### src/rtl/com_slink_rx_chsel.sv
// com_slink_rx_chsel
//   Redundant-lane receive selector for the SLINK RX path. It watches
//   NUM_CH MACRX byte streams and tracks the health of each lane from its
//   watchdog and its frame errors. It picks one active lane and forwards
//   only whole frames from that lane to LLCRX. Lane changes happen only at
//   frame boundaries.
//
// Build option
//   SLINK_RX_REVERT_EN : when defined, the selector moves back to a
//                        lower-index alive lane while it sits between frames
//                        (revertive). When undefined, the active lane changes
//                        only when that lane dies.
//
// Ports
//   clk_125m, rst_125m   single clock; synchronous active-high reset
//   wd_timer             watchdog threshold in cycles (0 disables it)
//   ch_en                per-lane enable; 0 forces the lane dead
//   rx_dval/sop/eop/err  per-lane byte strobes; rx_err is valid with rx_eop
//   rx_data              lane i is at [i*DATA_W +: DATA_W]
//   out_*                forwarded stream, one cycle after rx_*
//   active_ch            index of the selected lane
//   ch_alive             per-lane health
//   all_dead             no lane is selected
//   switch_pulse         one-cycle pulse each time a lane is selected
//
// State  | Meaning
// IDLE   | no lane selected, waiting for any lane to become alive
// GAP    | lane selected, between frames; waiting for sop, may switch lanes
// FWD    | forwarding a frame from the active lane
module com_slink_rx_chsel #(
  parameter  int NUM_CH    = 2,
  parameter  int DATA_W    = 8,
  parameter  int WD_W      = 16,
  parameter  int RECOV_FRM = 2,
  localparam int CH_W      = (NUM_CH > 1) ? $clog2(NUM_CH) : 1
) (
  input  logic                     clk_125m,
  input  logic                     rst_125m,
  input  logic [WD_W-1:0]          wd_timer,
  input  logic [NUM_CH-1:0]        ch_en,
  input  logic [NUM_CH-1:0]        rx_dval,
  input  logic [NUM_CH-1:0]        rx_sop,
  input  logic [NUM_CH-1:0]        rx_eop,
  input  logic [NUM_CH-1:0]        rx_err,
  input  logic [NUM_CH*DATA_W-1:0] rx_data,
  output logic                     out_dval,
  output logic                     out_sop,
  output logic                     out_eop,
  output logic                     out_err,
  output logic [DATA_W-1:0]        out_data,
  output logic [CH_W-1:0]          active_ch,
  output logic [NUM_CH-1:0]        ch_alive,
  output logic                     all_dead,
  output logic                     switch_pulse
);

  localparam int              GC_W    = $clog2(RECOV_FRM + 1);
  localparam logic [GC_W-1:0] RECOV_C = GC_W'(RECOV_FRM);

  typedef enum logic [1:0] {
    ST_IDLE = 2'd0,
    ST_GAP  = 2'd1,
    ST_FWD  = 2'd2
  } state_t;

  // ---------------------------------------------------------------
  // Per-lane health
  // ---------------------------------------------------------------
  logic [NUM_CH-1:0][WD_W-1:0] r_wd_cnt;
  logic [NUM_CH-1:0][GC_W-1:0] r_good_cnt;
  logic [NUM_CH-1:0]           r_alive;

  logic [NUM_CH-1:0] w_good_eop;
  logic [NUM_CH-1:0] w_err_eop;
  logic [NUM_CH-1:0] w_wd_hit;

  always_comb begin
    w_good_eop = '0;
    w_err_eop  = '0;
    w_wd_hit   = '0;
    for (int i = 0; i < NUM_CH; i++) begin
      w_good_eop[i] = rx_dval[i] & rx_eop[i] & ~rx_err[i];
      w_err_eop[i]  = rx_dval[i] & rx_eop[i] &  rx_err[i];
      // compared one bit wider so a saturated counter never aliases the threshold
      w_wd_hit[i]   = (wd_timer != '0) &&
                      (({1'b0, r_wd_cnt[i]} + (WD_W+1)'(1)) == {1'b0, wd_timer});
    end
  end

  always_ff @(posedge clk_125m) begin
    if (rst_125m) begin
      r_wd_cnt   <= '0;
      r_good_cnt <= '0;
      r_alive    <= '0;
    end else begin
      for (int i = 0; i < NUM_CH; i++) begin
        if (!ch_en[i]) begin
          r_wd_cnt[i]   <= '0;
          r_good_cnt[i] <= '0;
          r_alive[i]    <= 1'b0;
        end else if (w_good_eop[i]) begin
          // a good eop beats a watchdog expiry landing in the same cycle
          r_wd_cnt[i] <= '0;
          if (r_good_cnt[i] != RECOV_C) begin
            r_good_cnt[i] <= r_good_cnt[i] + GC_W'(1);
            if ((r_good_cnt[i] + GC_W'(1)) == RECOV_C)
              r_alive[i] <= 1'b1;
          end else begin
            r_alive[i] <= 1'b1;
          end
        end else if (w_err_eop[i]) begin
          r_wd_cnt[i]   <= '0;
          r_good_cnt[i] <= '0;
          r_alive[i]    <= 1'b0;
        end else begin
          if (r_wd_cnt[i] != {WD_W{1'b1}})
            r_wd_cnt[i] <= r_wd_cnt[i] + WD_W'(1);
          if (w_wd_hit[i]) begin
            r_good_cnt[i] <= '0;
            r_alive[i]    <= 1'b0;
          end
        end
      end
    end
  end

  // ---------------------------------------------------------------
  // Lane selection and forwarding
  // ---------------------------------------------------------------
  state_t            r_state;
  logic [CH_W-1:0]   r_active_ch;
  logic              r_switch;
  logic              r_out_dval;
  logic              r_out_sop;
  logic              r_out_eop;
  logic              r_out_err;
  logic [DATA_W-1:0] r_out_data;

  logic [DATA_W-1:0] w_lane_data [NUM_CH];
  logic [NUM_CH-1:0] w_usable;
  logic              w_any;
  logic [CH_W-1:0]   w_low;
  logic              w_act_ok;
  logic              w_act_dval;
  logic              w_act_sop;
  logic              w_act_eop;
  logic              w_act_err;
  logic [DATA_W-1:0] w_act_data;

  // A lane whose enable just dropped is treated as dead straight away,
  // so a frame in flight is closed one cycle after ch_en falls.
  always_comb begin
    for (int i = 0; i < NUM_CH; i++)
      w_lane_data[i] = rx_data[i*DATA_W +: DATA_W];
    w_usable = r_alive & ch_en;
    w_any    = |w_usable;
    w_low    = '0;
    for (int i = NUM_CH - 1; i >= 0; i--)
      if (w_usable[i]) w_low = CH_W'(i);
    w_act_ok   = w_usable[r_active_ch];
    w_act_dval = rx_dval[r_active_ch];
    w_act_sop  = rx_sop[r_active_ch];
    w_act_eop  = rx_eop[r_active_ch];
    w_act_err  = rx_err[r_active_ch];
    w_act_data = w_lane_data[r_active_ch];
  end

  always_ff @(posedge clk_125m) begin
    if (rst_125m) begin
      r_state     <= ST_IDLE;
      r_active_ch <= '0;
      r_switch    <= 1'b0;
      r_out_dval  <= 1'b0;
      r_out_sop   <= 1'b0;
      r_out_eop   <= 1'b0;
      r_out_err   <= 1'b0;
      r_out_data  <= '0;
    end else begin
      r_switch   <= 1'b0;
      r_out_dval <= 1'b0;
      r_out_sop  <= 1'b0;
      r_out_eop  <= 1'b0;
      r_out_err  <= 1'b0;
      r_out_data <= '0;
      case (r_state)
        ST_IDLE: begin
          if (w_any) begin
            r_active_ch <= w_low;
            r_switch    <= 1'b1;
            r_state     <= ST_GAP;
          end
        end
        ST_GAP: begin
          if (!w_act_ok) begin
            if (w_any) begin
              r_active_ch <= w_low;
              r_switch    <= 1'b1;
            end else begin
              r_state <= ST_IDLE;
            end
          end
`ifdef SLINK_RX_REVERT_EN
          else if (w_any && (w_low < r_active_ch)) begin
            r_active_ch <= w_low;
            r_switch    <= 1'b1;
          end
`endif
          else if (w_act_dval && w_act_sop) begin
            r_out_dval <= 1'b1;
            r_out_sop  <= 1'b1;
            r_out_data <= w_act_data;
            if (w_act_eop) begin
              r_out_eop <= 1'b1;
              r_out_err <= w_act_err;
            end else begin
              r_state <= ST_FWD;
            end
          end
          // bytes without sop belong to a frame we did not see start: dropped
        end
        ST_FWD: begin
          if (!w_act_ok || (w_act_dval && w_act_sop)) begin
            // truncate: close the frame with an errored empty eop;
            // a stray sop is swallowed and its frame is not joined
            r_out_dval <= 1'b1;
            r_out_eop  <= 1'b1;
            r_out_err  <= 1'b1;
            r_state    <= ST_GAP;
          end else if (w_act_dval) begin
            r_out_dval <= 1'b1;
            r_out_data <= w_act_data;
            if (w_act_eop) begin
              r_out_eop <= 1'b1;
              r_out_err <= w_act_err;
              r_state   <= ST_GAP;
            end
          end
        end
        default: r_state <= ST_IDLE;
      endcase
    end
  end

  assign out_dval     = r_out_dval;
  assign out_sop      = r_out_sop;
  assign out_eop      = r_out_eop;
  assign out_err      = r_out_err;
  assign out_data     = r_out_data;
  assign active_ch    = r_active_ch;
  assign ch_alive     = r_alive;
  assign all_dead     = (r_state == ST_IDLE);
  assign switch_pulse = r_switch;

endmodule

### config.mk
export PLATFORM = sky130hd
export DESIGN_NAME = com_slink_rx_chsel
export DESIGN_NICKNAME = d
export VERILOG_FILES = /design/src/rtl/com_slink_rx_chsel.sv
export SDC_FILE = /design/constraint.sdc
export NUM_CORES = 1
export LEC_CHECK = 0
export BUFFER_PORTS_ARGS = -buffer_cell sky130_fd_sc_hd__buf_4
export CAP_MARGIN = 30
export CORE_MARGIN = 3
export CORE_UTILIZATION = 55
export DETAILED_ROUTE_END_ITERATION = 12
export PLACE_DENSITY = 0.88
export SYNTH_ARGS = -nofsm -noshare
export SYNTH_HDL_FRONTEND = slang
export SYNTH_SLANG_ARGS = --single-unit
### constraint.sdc
create_clock -name clk_125m -period 3 [get_ports clk_125m]
set_clock_uncertainty 0.1 [all_clocks]
set_input_delay 0.45 -clock clk_125m [delete_from_list [all_inputs] [get_ports clk_125m]]
set_output_delay 0.45 -clock clk_125m [all_outputs]
set_load 0.05 [all_outputs]
# Word level (Yosys, flattened, before mapping)
# Cells that the tools add are included.
# Widths: inputs -> output; s select.
# op_classes
div_mod_pow	0
n_lt_le_gt_ge	2
n_addsub	6
bitwise	13
n_shift	0
n_eq_ne	21
n_mul	0
reduce_logical	22
n_mux	70
# op_table
operator	n
$mux 8	7
$mux 1	40
$add 16x1->17 const B	2
$eq 17x16->1	2
$add 16x1->16 const B	2
$mux 2	16
$ne 16x16->1 const B	2
$pmux 8 s2	1
$reduce_bool 16->1	1
$ne 3x3->1 const B	5
$pmux 1 s2	5
$reduce_and 2->1	5
$reduce_or 2->1	4
$reduce_or 4->1	2
$and 1x1->1	6
$eq 2x2->1 const B	3
$ne 2x1->1 const B	3
$ne 2x2->1 const B	3
$ne 3x2->1 const B	2
$pmux 2 s3	1
$reduce_and 6->1	1
$reduce_bool 3->1	2
$not 1->1	5
$add 2x1->2 const B	2
other kinds (10)	12
# totals
mem_bits_rw	0
latch_bits	0
memories	0
inputBits	44
elab_cells	148
mem_bits_ro	0
ff_bits	54

# Depth between registers and ports, before layout
# Gate-level depths: netlist (run 1).
# depth
ltp_word	7
depth_mapped	9
mapped_depth_nobuf	8

# Worst setup path after synthesis (run 1)
# OpenSTA, ideal clock, no wires.
# synth_timing
path_kind	register to register
startpoint	reg r_wd_cnt[0] in the netlist's numbering
endpoint	reg r_alive[0], in the netlist ch_alive[0]
n_path_buf	0
period_less_slack_ns	2.234
required_ns	2.774
t_arrival_ns	2.008
path_stages_with_launch	9
setup_ns	0.126
slack_ns	0.766
path_cell_list	dfxtp_1 > ha_1 > nand2_1 > nor4_4 > nor2_2 > a2111oi_4 > nand2_1 > o311ai_1 > a21boi_1
# synth_between
elab_chain_len	5
# synth_lines
item	line	rtl
start, declared	69	logic [NUM_CH-1:0][WD_W-1:0] r_wd_cnt;
start signal, assigned by index	117	r_wd_cnt[i] <= r_wd_cnt[i] + WD_W'(1);
$add 16x1->17	86	(({1'b0, r_wd_cnt[i]} + (WD_W+1)'(1)) == {1'b0, wd_timer});
$eq 17x16->1	86	
$logic_and 1x1->1	85	w_wd_hit[i] = (wd_timer != '0) &&
$reduce_bool 3->1 (no source line)	-	
$reduce_and 2->1 (no source line)	-	
end signal, assigned	94	r_alive <= '0;
end signal, assigned by index	100	r_alive[i] <= 1'b0;
end signal, assigned by index	107	r_alive[i] <= 1'b1;
end, declared	71	logic [NUM_CH-1:0] r_alive;
# No other way between the ends.
# A chain may end at the register's enable or synchronous reset.

# Worst setup path after layout (run 1)
# Same ends and word-level chain as after synthesis.

==> results of run 1 <==
[tightest hold or removal path: cells and delay by family]
| kind | cells | cell delay [ps] |
|---|---|---|
| buf+inv | 1 | 80 |
| simple gates | 1 | 70 |
| mux | 1 | 50 |
[cells by family after synthesis]
group,after synthesis
buffers and inverters,26
AO/OA/AOI/OAI,76
flip-flops,54
adder cells (fa/ha/maj),10
multiplexers,15
AND/OR/NAND/NOR,151
XOR/XNOR,61
[routing by layer]
layer / up-vias / wire, um / global-route usage, %
met5: - / 0 / 0
met1: 1506 / 3620 / 29.3
met2: 92 / 4330 / 40.9
li1: 1534 / - / -
met4: 0 / 194 / 9.21
met3: 20 / 434 / 3.46
[area by class of cell]
cell class	instances	area (um2)	area share, %
repair buffers	61	458	11.1
multi-input cells	313	2340	56.8
clock inverters	3	28.8	0.698
well taps	75	93.8	2.28
flip-flops and latches	54	1080	26.2
inverters	13	48.8	1.18
clock buffers	5	68.8	1.67
[where the power goes]
group,switching [mW],total (mW),internal [mW],leakage [nW]
logic,0.0845,0.173,0.0890,1.11
registers,0.00523,0.726,0.721,0.435
clock network,0.274,0.449,0.175,0.0506
[state kept, by name (all words and copies together) (netlist names)]
name,flops
out_err,1
r_good_cnt,4
out_dval,1
out_data,8
switch_pulse,1
active_ch,1
out_sop,1
r_state,2
r_wd_cnt,32
ch_alive,2
out_eop,1
[how the worst max path moves through the flow]
stage | startpoint | to
3_3_place_gp | r_wd_cnt[0] | ch_alive[0]
6_report | r_wd_cnt[0] | ch_alive[0]
3_5_place_dp | r_wd_cnt[0] | ch_alive[0]
2_1_floorplan | r_wd_cnt[0] | ch_alive[0]
5_1_grt | r_wd_cnt[0] | ch_alive[0]
4_1_cts | r_wd_cnt[0] | ch_alive[0]
[synth_stat cells, drive strengths merged (10+ instances only)]
cell	n	area, um2
ha	10	125
o21ai	10	50.0
nand2	23	86.3
inv	13	48.8
xor2	17	149
nor2	36	138
nand4	10	83.8
dfxtp	54	1080
nand3	23	120
nor4	12	120
a21oi	35	175
xnor2	33	289
mux2i	14	140
nor3	10	60.1
[through the flow]
step	hold WS (ps)	utilization (%)	instance area (um2)	power (mW)	setup slack [ps]
floorplan	363	-	3520	0.832	766
global placement	378	66.4	4020	0.907	636
detailed placement	391	66.4	4020	0.913	566
CTS	246	68.0	4120	1.36	531
global route	257	68.0	4120	1.39	346
finish	248	68.0	4120	1.35	500
==> impl_metrics.tcl, run 1 <==
set metrics [dict create \
    die_w_um 86.0 \
    crit_cells 8 \
    yosys_warnings 0 \
    wl_um 8580 \
    fin_tns_setup_ps 0 \
    start_util_pct 58.1 \
    synth_top_family_by_area "simple AND/OR/NAND/NOR gates" \
    final_cell_mix "buf_4, dfxtp_1, nor2_1, a21oi_1, xnor2_1" \
    via_per_inst 6.02 \
    avgSynthCellArea_um2 8.97 \
    syn_inst 393 \
    post-route-period-util_pct 83.3 \
    antenna_found_initial 0 \
    worstHoldPathType "primary input to flip-flop" \
    cpPeakStageDelay_ps 440 \
    seq_area_frac_synth_pct 30.7 \
    cts_hold_buf 0 \
    synth_cell_types 64 \
    vias 3152 \
    pin_count 61 \
    max_clock_freq_ghz 0.400 \
    reg2reg_depth 8 \
    drc 0 \
    overflow 0 \
    synthAdderAreaFrac_pct 3.55 \
    synth-edff-count 0 \
    synth-compound-area-share_pct 14.2 \
    dp_hpwl_um 6450 \
    crit_slowest_cell "dfxtp_1" \
    worstSetupStartpointType "flip-flop" \
    rrSetupSlack_ps 500 \
    path_buf_inv 0 \
    synth-simple-area-share_pct 24.9 \
    ys.flop_type "dfxtp_1" \
    hp-start "rx_data[0]" \
    netlist_area_um2 3520 \
    maxSlewHeadroom_pct 57.1 \
    drtPass1Iterations 5 \
    worstMarginPinSlew_ps 642 \
    powerDensity_nw_per_um2 327 \
    synth.ff_latch_count 54 \
    critical_path_class "flip-flop to flip-flop" \
    setup_violations 0 \
    post_drt_wl_per_cell_um 16.4 \
    cp_max_fo 5 \
    first_global_vias 3135 \
    outcome "completed" \
    final_common_cell "buf_4" \
    cts_resized 0 \
    fin_nets 502 \
    r2r-start "r_wd_cnt[0]" \
    die_area_um2 7400 \
    leakagePower_nw 1.59 \
    cts-root-buf "clkbuf_8" \
    fillers 474 \
    cts_buffers 5 \
    grt_use_total_pct 23.6 \
    synthMuxAreaShare_pct 4.30 \
    cp_cell_sequence "ha_1 > nand2_1 > nor4_4 > a21oi_1 > a211oi_1 > nand4b_1 > o311ai_1 > a21boi_1" \
    clk_latency_ps 320 \
    grt_start_max_net_pins 20 \
    slew_violations 0 \
    worstPathRequired_ps 3110 \
    gp_congestion 0.885 \
    cpLargestDelayFamily "simple AND/OR/NAND/NOR gates" \
    dp_cells 516 \
    die_h_um 86.0 \
    cap_violations 0 \
    area_growth_syn_to_layout_pct 17.0 \
    r2r_end "ch_alive[0]" \
    numPortBuffers 60 \
    timing.final.hold_violations 0 \
    rsz0062_at_grt "no" \
    hold_end "out_data[0]" \
    stdcell_count 524 \
    rows 28 \
    ant_nets 0 \
    setup.worst_path.end_class "flip-flop" \
    htree_levels 2 \
    worstPathArrival_ps 2610 \
    ys_async_sr_fraction_pct 0 \
    cts_tree "done" \
    cts_buffer_depth 2 \
    grt_pass1_wl_um 14300 \
    cts_sinks 54 \
    ir_drop_mv 0.253 \
    hold_depth 3 \
    synthXorXnorAreaFrac_pct 19.5 \
    drt-initial-drc-count 212 \
    fp.coreArea_um2 6060 \
    post_cts_buffers 0 \
    synth_nets 447 \
    cts.reportedPaths.clkPinSlew_ps 110 \
    min_period_ps 2500 \
    diodes 0 \
    drive_gt1_share_pct 19.4 \
]
(Power assumes the default switching activity.)
==> run 2, diff against run 1 <==
--- a/config.mk
+++ b/config.mk
@@ -5,12 +5,13 @@
 export SDC_FILE = /design/constraint.sdc
 export NUM_CORES = 1
 export LEC_CHECK = 0
+export ABC_AREA = 1
 export BUFFER_PORTS_ARGS = -buffer_cell sky130_fd_sc_hd__buf_4
 export CAP_MARGIN = 30
 export CORE_MARGIN = 3
 export CORE_UTILIZATION = 55
 export DETAILED_ROUTE_END_ITERATION = 12
-export PLACE_DENSITY = 0.88
+export PLACE_DENSITY = 0.87
 export SYNTH_ARGS = -nofsm -noshare
 export SYNTH_HDL_FRONTEND = slang
 export SYNTH_SLANG_ARGS = --single-unit
==> constraint.sdc (replaced) <==
create_clock -name clk_125m -period 2.4 [get_ports clk_125m]
set_clock_uncertainty 0.1 [all_clocks]
set_input_delay 0.36 -clock clk_125m [delete_from_list [all_inputs] [get_ports clk_125m]]
set_output_delay 0.36 -clock clk_125m [all_outputs]
set_load 0.05 [all_outputs]
==> run 2 against run 1 <==
  * Total power increased by 53%
  * Maximum frequency increased by 18%
  * Via count increased by 26%
  * Wire length increased by 14%
  * Critical endpoint is now r_good_cnt[0]
==> impl_metrics.tcl, run 2 <==
set metrics [dict create \
    total_power_mw 2.07 \
    cts_resized 0 \
    cp-startpoint "r_wd_cnt[0]" \
    ant_nets 0 \
    area_growth_syn_to_layout_pct 18.7 \
    cts-root-buf "clkbuf_8" \
    synth_area_leaders "dfxtp_1, nand2_1, nand3_1" \
    clk_latency_ps 320 \
    fp.coreArea_um2 6130 \
    htree_levels 2 \
    start_util_pct 58.9 \
    outcome "completed" \
    first_global_vias 3771 \
    rsz0062_at_grt "no" \
    avgSynthCellArea_um2 6.14 \
    r2r-start "r_wd_cnt[0]" \
    vias 3961 \
    yosysTopAreaCell "dfxtp_1" \
    reg2reg_depth 16 \
    die_w_um 87.0 \
    dp_hpwl_um 7920 \
    cp_max_fo 6 \
    syn_inst 588 \
    grt_start_max_net_pins 19 \
    pin_count 61 \
    via_per_inst 5.42 \
    post_drt_wl_per_cell_um 13.4 \
    cts_buffer_depth 2 \
    max_clock_freq_ghz 0.473 \
    maxSlewHeadroom_pct 68.6 \
    synth-edff-count 0 \
    critical_path_class "flip-flop to flip-flop" \
    ir_drop_mv 0.597 \
    worstPathArrival_ps 2230 \
    diodes 0 \
    crit_end "r_good_cnt[0]" \
    final_cell_mix "nand2_1, inv_1, nand3_1, buf_4, dfxtp_1" \
    netlist_area_um2 3610 \
    overflow 0 \
    synth_nets 642 \
    setup_violations 0 \
    post-synth-top-count-cell "nand2_1" \
    cts_hold_buf 0 \
    timing.final.hold_violations 0 \
    drtPass1Iterations 5 \
    cts.reportedPaths.clkPinSlew_ps 100 \
    fin_nets 709 \
    post-route-period-util_pct 88.1 \
    rrSetupSlack_ps 290 \
    cts_tree "done" \
    ys.flop_type "dfxtp_1" \
    rows 28 \
    fin_tns_setup_ps 0 \
    ys_async_sr_fraction_pct 0 \
    largest_reg_flops 32 \
    yosys_warnings 0 \
    ys_top_cells_by_count "nand2_1, inv_1, nand3_1" \
    grt_pass1_wl_um 16300 \
    die_h_um 87.0 \
    die_area_um2 7580 \
    drive_gt1_share_pct 15.1 \
    synth_top_area_share_pct 29.9 \
    synth.ff_latch_count 54 \
    worstPathRequired_ps 2520 \
    regMostFlops "r_wd_cnt" \
    synth_cell_types 36 \
    drc 0 \
    slew_violations 0 \
    numPortBuffers 60 \
    final_common_cell "nand2_1" \
    wl_um 9780 \
    leakagePower_nw 2.06 \
    setup.worst_path.end_class "flip-flop" \
    antenna_found_initial 0 \
    worstSetupStartpointType "flip-flop" \
    powerDensity_nw_per_um2 481 \
    post_cts_buffers 0 \
    min_period_ps 2110 \
    worstMarginPinSlew_ps 469 \
    cap_violations 0 \
    cts_buffers 5 \
    drt-initial-drc-count 263 \
    worstHoldPathType "primary input to flip-flop" \
    gp_congestion 0.961 \
    cts_sinks 54 \
    seq_area_frac_synth_pct 29.9 \
    grt_use_total_pct 26.9 \
    r2r_end "r_good_cnt[0]" \
]
-- run 2: changes by cell type after synthesis, moves of 7 or more --
cell,change
nand2b_1,-7
mux2i_1,-14
nor2_1,+16
xnor3_1,-8
o21ai_0,+9
and3_1,-7
xor2_1,-12
nand2_1,+162
xnor2_1,-30
inv_1,+74
nand3_1,+45
nor4_1,-9
-- run 2: worst min path at each step --
stage	from	cells after the start	slack (ps)	endpoint
6_report	rst_125m	2	120	out_sop
5_1_grt	rst_125m	2	110	out_sop
4_1_cts	rst_125m	2	110	active_ch
3_5_place_dp	r_good_cnt[1]	2	380	r_good_cnt[1]
3_3_place_gp	r_good_cnt[1]	2	380	r_good_cnt[1]
2_1_floorplan	rst_125m	1	330	active_ch
-- run 2: routing by layer --
metal / vias to the layer above / wire length (um) / GRT usage, %
met2: 141 / 4650 / 44.8
met4: 0 / 234 / 9.92
met5: - / 0 / 0
met3: 20 / 704 / 4.16
met1: 1795 / 4190 / 35.0
li1: 2005 / - / -
-- run 2: metrics by stage --
step / area [um2] / std cells / worst slack (ps) / hold WS, ps / utilization (%)
finish: 4290 / 731 / 285 / 118 / 70.0
global route: 4290 / 731 / 19.8 / 109 / 70.0
CTS: 4290 / 731 / 229 / 115 / 69.9
detailed placement: 4170 / 723 / 252 / 380 / 68.0
global placement: 4170 / 723 / 357 / 378 / 68.0
floorplan: 3610 / 588 / 404 / 329 / -
-- run 2: worst max-delay path, stage by stage (launching register included) --
cell     delay (ps)
dfxtp_1         440
ha_1            230
nand2_2          90
nor2_2          160
nand2_2         100
nor2_2          110
nand2_1          70
nand2_1         100
nand2_1          50
nand2_1          50
nand2_1          40
nor2_1          100
nand3_1          70
nand2_1          70
nand2_1          70
o21ai_1         110
inv_1            50
-- run 2: cell families (layout without fill, tap and decap cells) --
group           after synthesis  in the layout  synth area share (%)
xor+xnor                     11             11                  3.88
buf+inv                      96            164                  10.0
fa+ha+maj                    10             10                  3.46
simple gates                344            344                  41.8
flops                        54             54                  29.9
compound gates               73             73                  10.8
-- run 2: where the power goes --
part,switching (mW),internal [mW],leakage [nW]
combinational,0.296,0.181,1.57
clock,0.329,0.318,0.0563
sequential,0.0189,0.921,0.436
total,0.644,1.42,2.06
-- run 2: area by class of cell --
| class | instances | area (um2) |
|---|---|---|
| multi-input cells | 438 | 2170 |
| clock inverters | 3 | 48.8 |
| clock buffers | 5 | 68.8 |
| well taps | 75 | 93.8 |
| repair buffers | 64 | 480 |
| flip-flops and latches | 54 | 1080 |
| inverters | 92 | 347 |
| fillers | 533 | 1840 |
==> run 3, diff against run 2 <==
--- a/config.mk
+++ b/config.mk
@@ -8,10 +8,12 @@
 export ABC_AREA = 1
 export BUFFER_PORTS_ARGS = -buffer_cell sky130_fd_sc_hd__buf_4
 export CAP_MARGIN = 30
+export CELL_PAD_IN_SITES_DETAIL_PLACEMENT = 0
+export CELL_PAD_IN_SITES_GLOBAL_PLACEMENT = 1
 export CORE_MARGIN = 3
-export CORE_UTILIZATION = 55
+export CORE_UTILIZATION = 39
 export DETAILED_ROUTE_END_ITERATION = 12
-export PLACE_DENSITY = 0.87
+export PLACE_DENSITY = 0.89
 export SYNTH_ARGS = -nofsm -noshare
 export SYNTH_HDL_FRONTEND = slang
 export SYNTH_SLANG_ARGS = --single-unit
==> run 3 against run 2 <==
  * Cell count increased by 4.8%
  * Critical path type unchanged
  * Clock power decreased by 3.7%
  * Register-to-register slack improved by 60 ps
  * Clock-buffer cell count unchanged
  * Flip-flop and latch count unchanged
  * Critical path depth unchanged
  * Worst hold slack improved by 13 ps
  * Global-route usage decreased by 7.5 points
  * Via count decreased by 4.4%
  * First-iteration DRC count decreased by 39%
  * Utilization decreased by 21 points
==> impl_metrics.tcl, run 3 (same netlist as run 2, synthesis figures left out) <==
set metrics [dict create \
    outcome "completed" \
    crit_slowest_cell "dfxtp_1" \
    rows 34 \
    cts_sinks 54 \
    ir_drop_mv 0.405 \
    path_buf_inv 1 \
    first_global_vias 3497 \
    multi_input_area_um2 2170 \
    largest_reg_flops 32 \
    worstPathArrival_ps 2170 \
    powerDensity_nw_per_um2 471 \
    post_drt_wl_per_cell_um 13.0 \
    regMostFlops "r_wd_cnt" \
    fin_tns_setup_ps 0 \
    cts.reportedPaths.clkPinSlew_ps 100 \
    cts_buffers 5 \
    design_area_um2 4340 \
    worstMarginPinSlew_ps 399 \
    die_w_um 102 \
    fp.coreArea_um2 8850 \
    cts_buffer_depth 2 \
    cap_violations 0 \
    start_util_pct 40.8 \
    grt_use_total_pct 19.4 \
    via_per_inst 4.94 \
    drt-initial-drc-count 160 \
    dpl_cell_area_um2 4230 \
    rrSetupSlack_ps 340 \
    setup_violations 0 \
    gp_congestion 0.860 \
    wl_um 9950 \
    rsz0062_at_grt "no" \
    slew_violations 0 \
    final_cell_mix "nand2_1, inv_1, nand3_1, buf_4, dfxtp_1" \
    htree_levels 2 \
    reg2reg_depth 16 \
    hp-start "rst_125m" \
    leakagePower_nw 2.07 \
    diodes 0 \
    worstSetupStartpointType "flip-flop" \
    area_growth_syn_to_layout_pct 20.1 \
    worstHoldPathType "primary input to flip-flop" \
    final_common_cell "nand2_1" \
    antenna_found_initial 0 \
    drc 0 \
    numPortBuffers 60 \
    r2r_end "r_good_cnt[0]" \
    min_period_ps 2060 \
    fin_nets 711 \
    cts-root-buf "clkbuf_8" \
    post_cts_buffers 0 \
    holdWs_ps 131 \
    cp_max_fo 4 \
    timing.final.hold_violations 0 \
    drtPass1Iterations 4 \
    drive_gt1_share_pct 15.3 \
    setup.worst_path.end_class "flip-flop" \
    r2r-start "r_wd_cnt[1]" \
    max_clock_freq_ghz 0.487 \
    critical_path_class "flip-flop to flip-flop" \
    cp_common_cell "nand2_1" \
    fillers 919 \
    maxSlewHeadroom_pct 73.4 \
    die_area_um2 10500 \
    die_h_um 102 \
    overflow 0 \
    post-route-period-util_pct 85.6 \
    seqCellArea_um2 1080 \
    dp_hpwl_um 8140 \
    cp_cell_sequence "ha_1 > nand2_2 > nor2_2 > nand2_2 > nor2_2 > nand2_1 > nand2_1 > nand2_1 > nand2_1 > nand2_1 > nor2_1 > nand3_1 > nand2_1 > nand2_1 > o21ai_1 > inv_1" \
    hold_depth 2 \
    total_power_mw 2.04 \
    clk_latency_ps 310 \
    cp-startpoint "r_wd_cnt[1]" \
    cpPeakStageDelay_ps 390 \
    hold_end "active_ch" \
    grt_pass1_wl_um 16200 \
    cts_tree "done" \
    grt_start_max_net_pins 17 \
    pin_count 61 \
    worstPathRequired_ps 2510 \
    vias 3787 \
    cpLargestDelayFamily "simple AND/OR/NAND/NOR gates" \
    ant_nets 0 \
]
==> run 3: cell count changes in the layout (fill, tap and decap cells not counted) <==
cell / previous run / this run
inv_8: 1 / 0
buf_4: 64 / 66
clkinvlp_4: 1 / 0
clkinv_2: 1 / 3
==> run 3: worst reg2reg max path: stages, from the launching register on <==
cell	delay [ps]
dfxtp_1	390
ha_1	210
nand2_2	80
nor2_2	150
nand2_2	100
nor2_2	130
nand2_1	90
nand2_1	90
nand2_1	50
nand2_1	50
nand2_1	50
nor2_1	100
nand3_1	80
nand2_1	80
nand2_1	70
o21ai_1	110
inv_1	50
==> run 3: per-layer routing <==
metal  share of wire [%]  vias to the layer above  track usage (%)  wire, um
met1                  47                     1712             27.4      4700
met4                0.74                        0             4.04        74
met3                 4.1                        7             3.14       408
li1                    -                     2010                -         -
met2                  48                       58             31.3      4770
met5                   0                        -                0         0
==> run 3: worst max-delay path by stage <==
stage | depth (start not counted) | end | slack (ps)
global route | 16 | r_good_cnt[2] | 50
CTS | 14 | r_good_cnt[2] | 260
finish | 16 | r_good_cnt[0] | 340
global placement | 16 | r_good_cnt[2] | 340
detailed placement | 14 | r_good_cnt[2] | 300
floorplan | 8 | r_state[0] | 400
==> run 3: final cells by class <==
| type | count | area share, % |
|---|---|---|
| clock buffer | 5 | 1.59 |
| timing repair buffer | 66 | 11.4 |
| tap | 108 | 3.12 |
| clock inverter | 3 | 0.923 |
| inverter | 92 | 7.99 |
| sequential | 54 | 25.0 |
| multi-input combinational | 438 | 50.0 |
==> run 3: report_power, final <==
part / internal (mW) / switching (mW) / leakage, nW
Combinational: 0.183 / 0.295 / 1.58
Sequential: 0.921 / 0.0192 / 0.436
Clock: 0.308 / 0.316 / 0.0579
Total: 1.41 / 0.630 / 2.07
==> run 3: through the flow <==
| step | utilization, % | setup WS, ps | instances |
|---|---|---|---|
| after global routing | 49.0 | 48.9 | 766 |
| final | 49.0 | 345 | 766 |
| after floorplan | - | 404 | 588 |
| after CTS | 49.0 | 265 | 766 |
| after global placement | 47.8 | 341 | 758 |
| after detailed placement | 47.8 | 296 | 758 |
==> run 3: timing repair <==
action	in CTS	in global routing
gates resized for setup	0	1
endpoints found under the setup margin	0	1
hold endpoints to repair	0	0
hold buffers	0	0
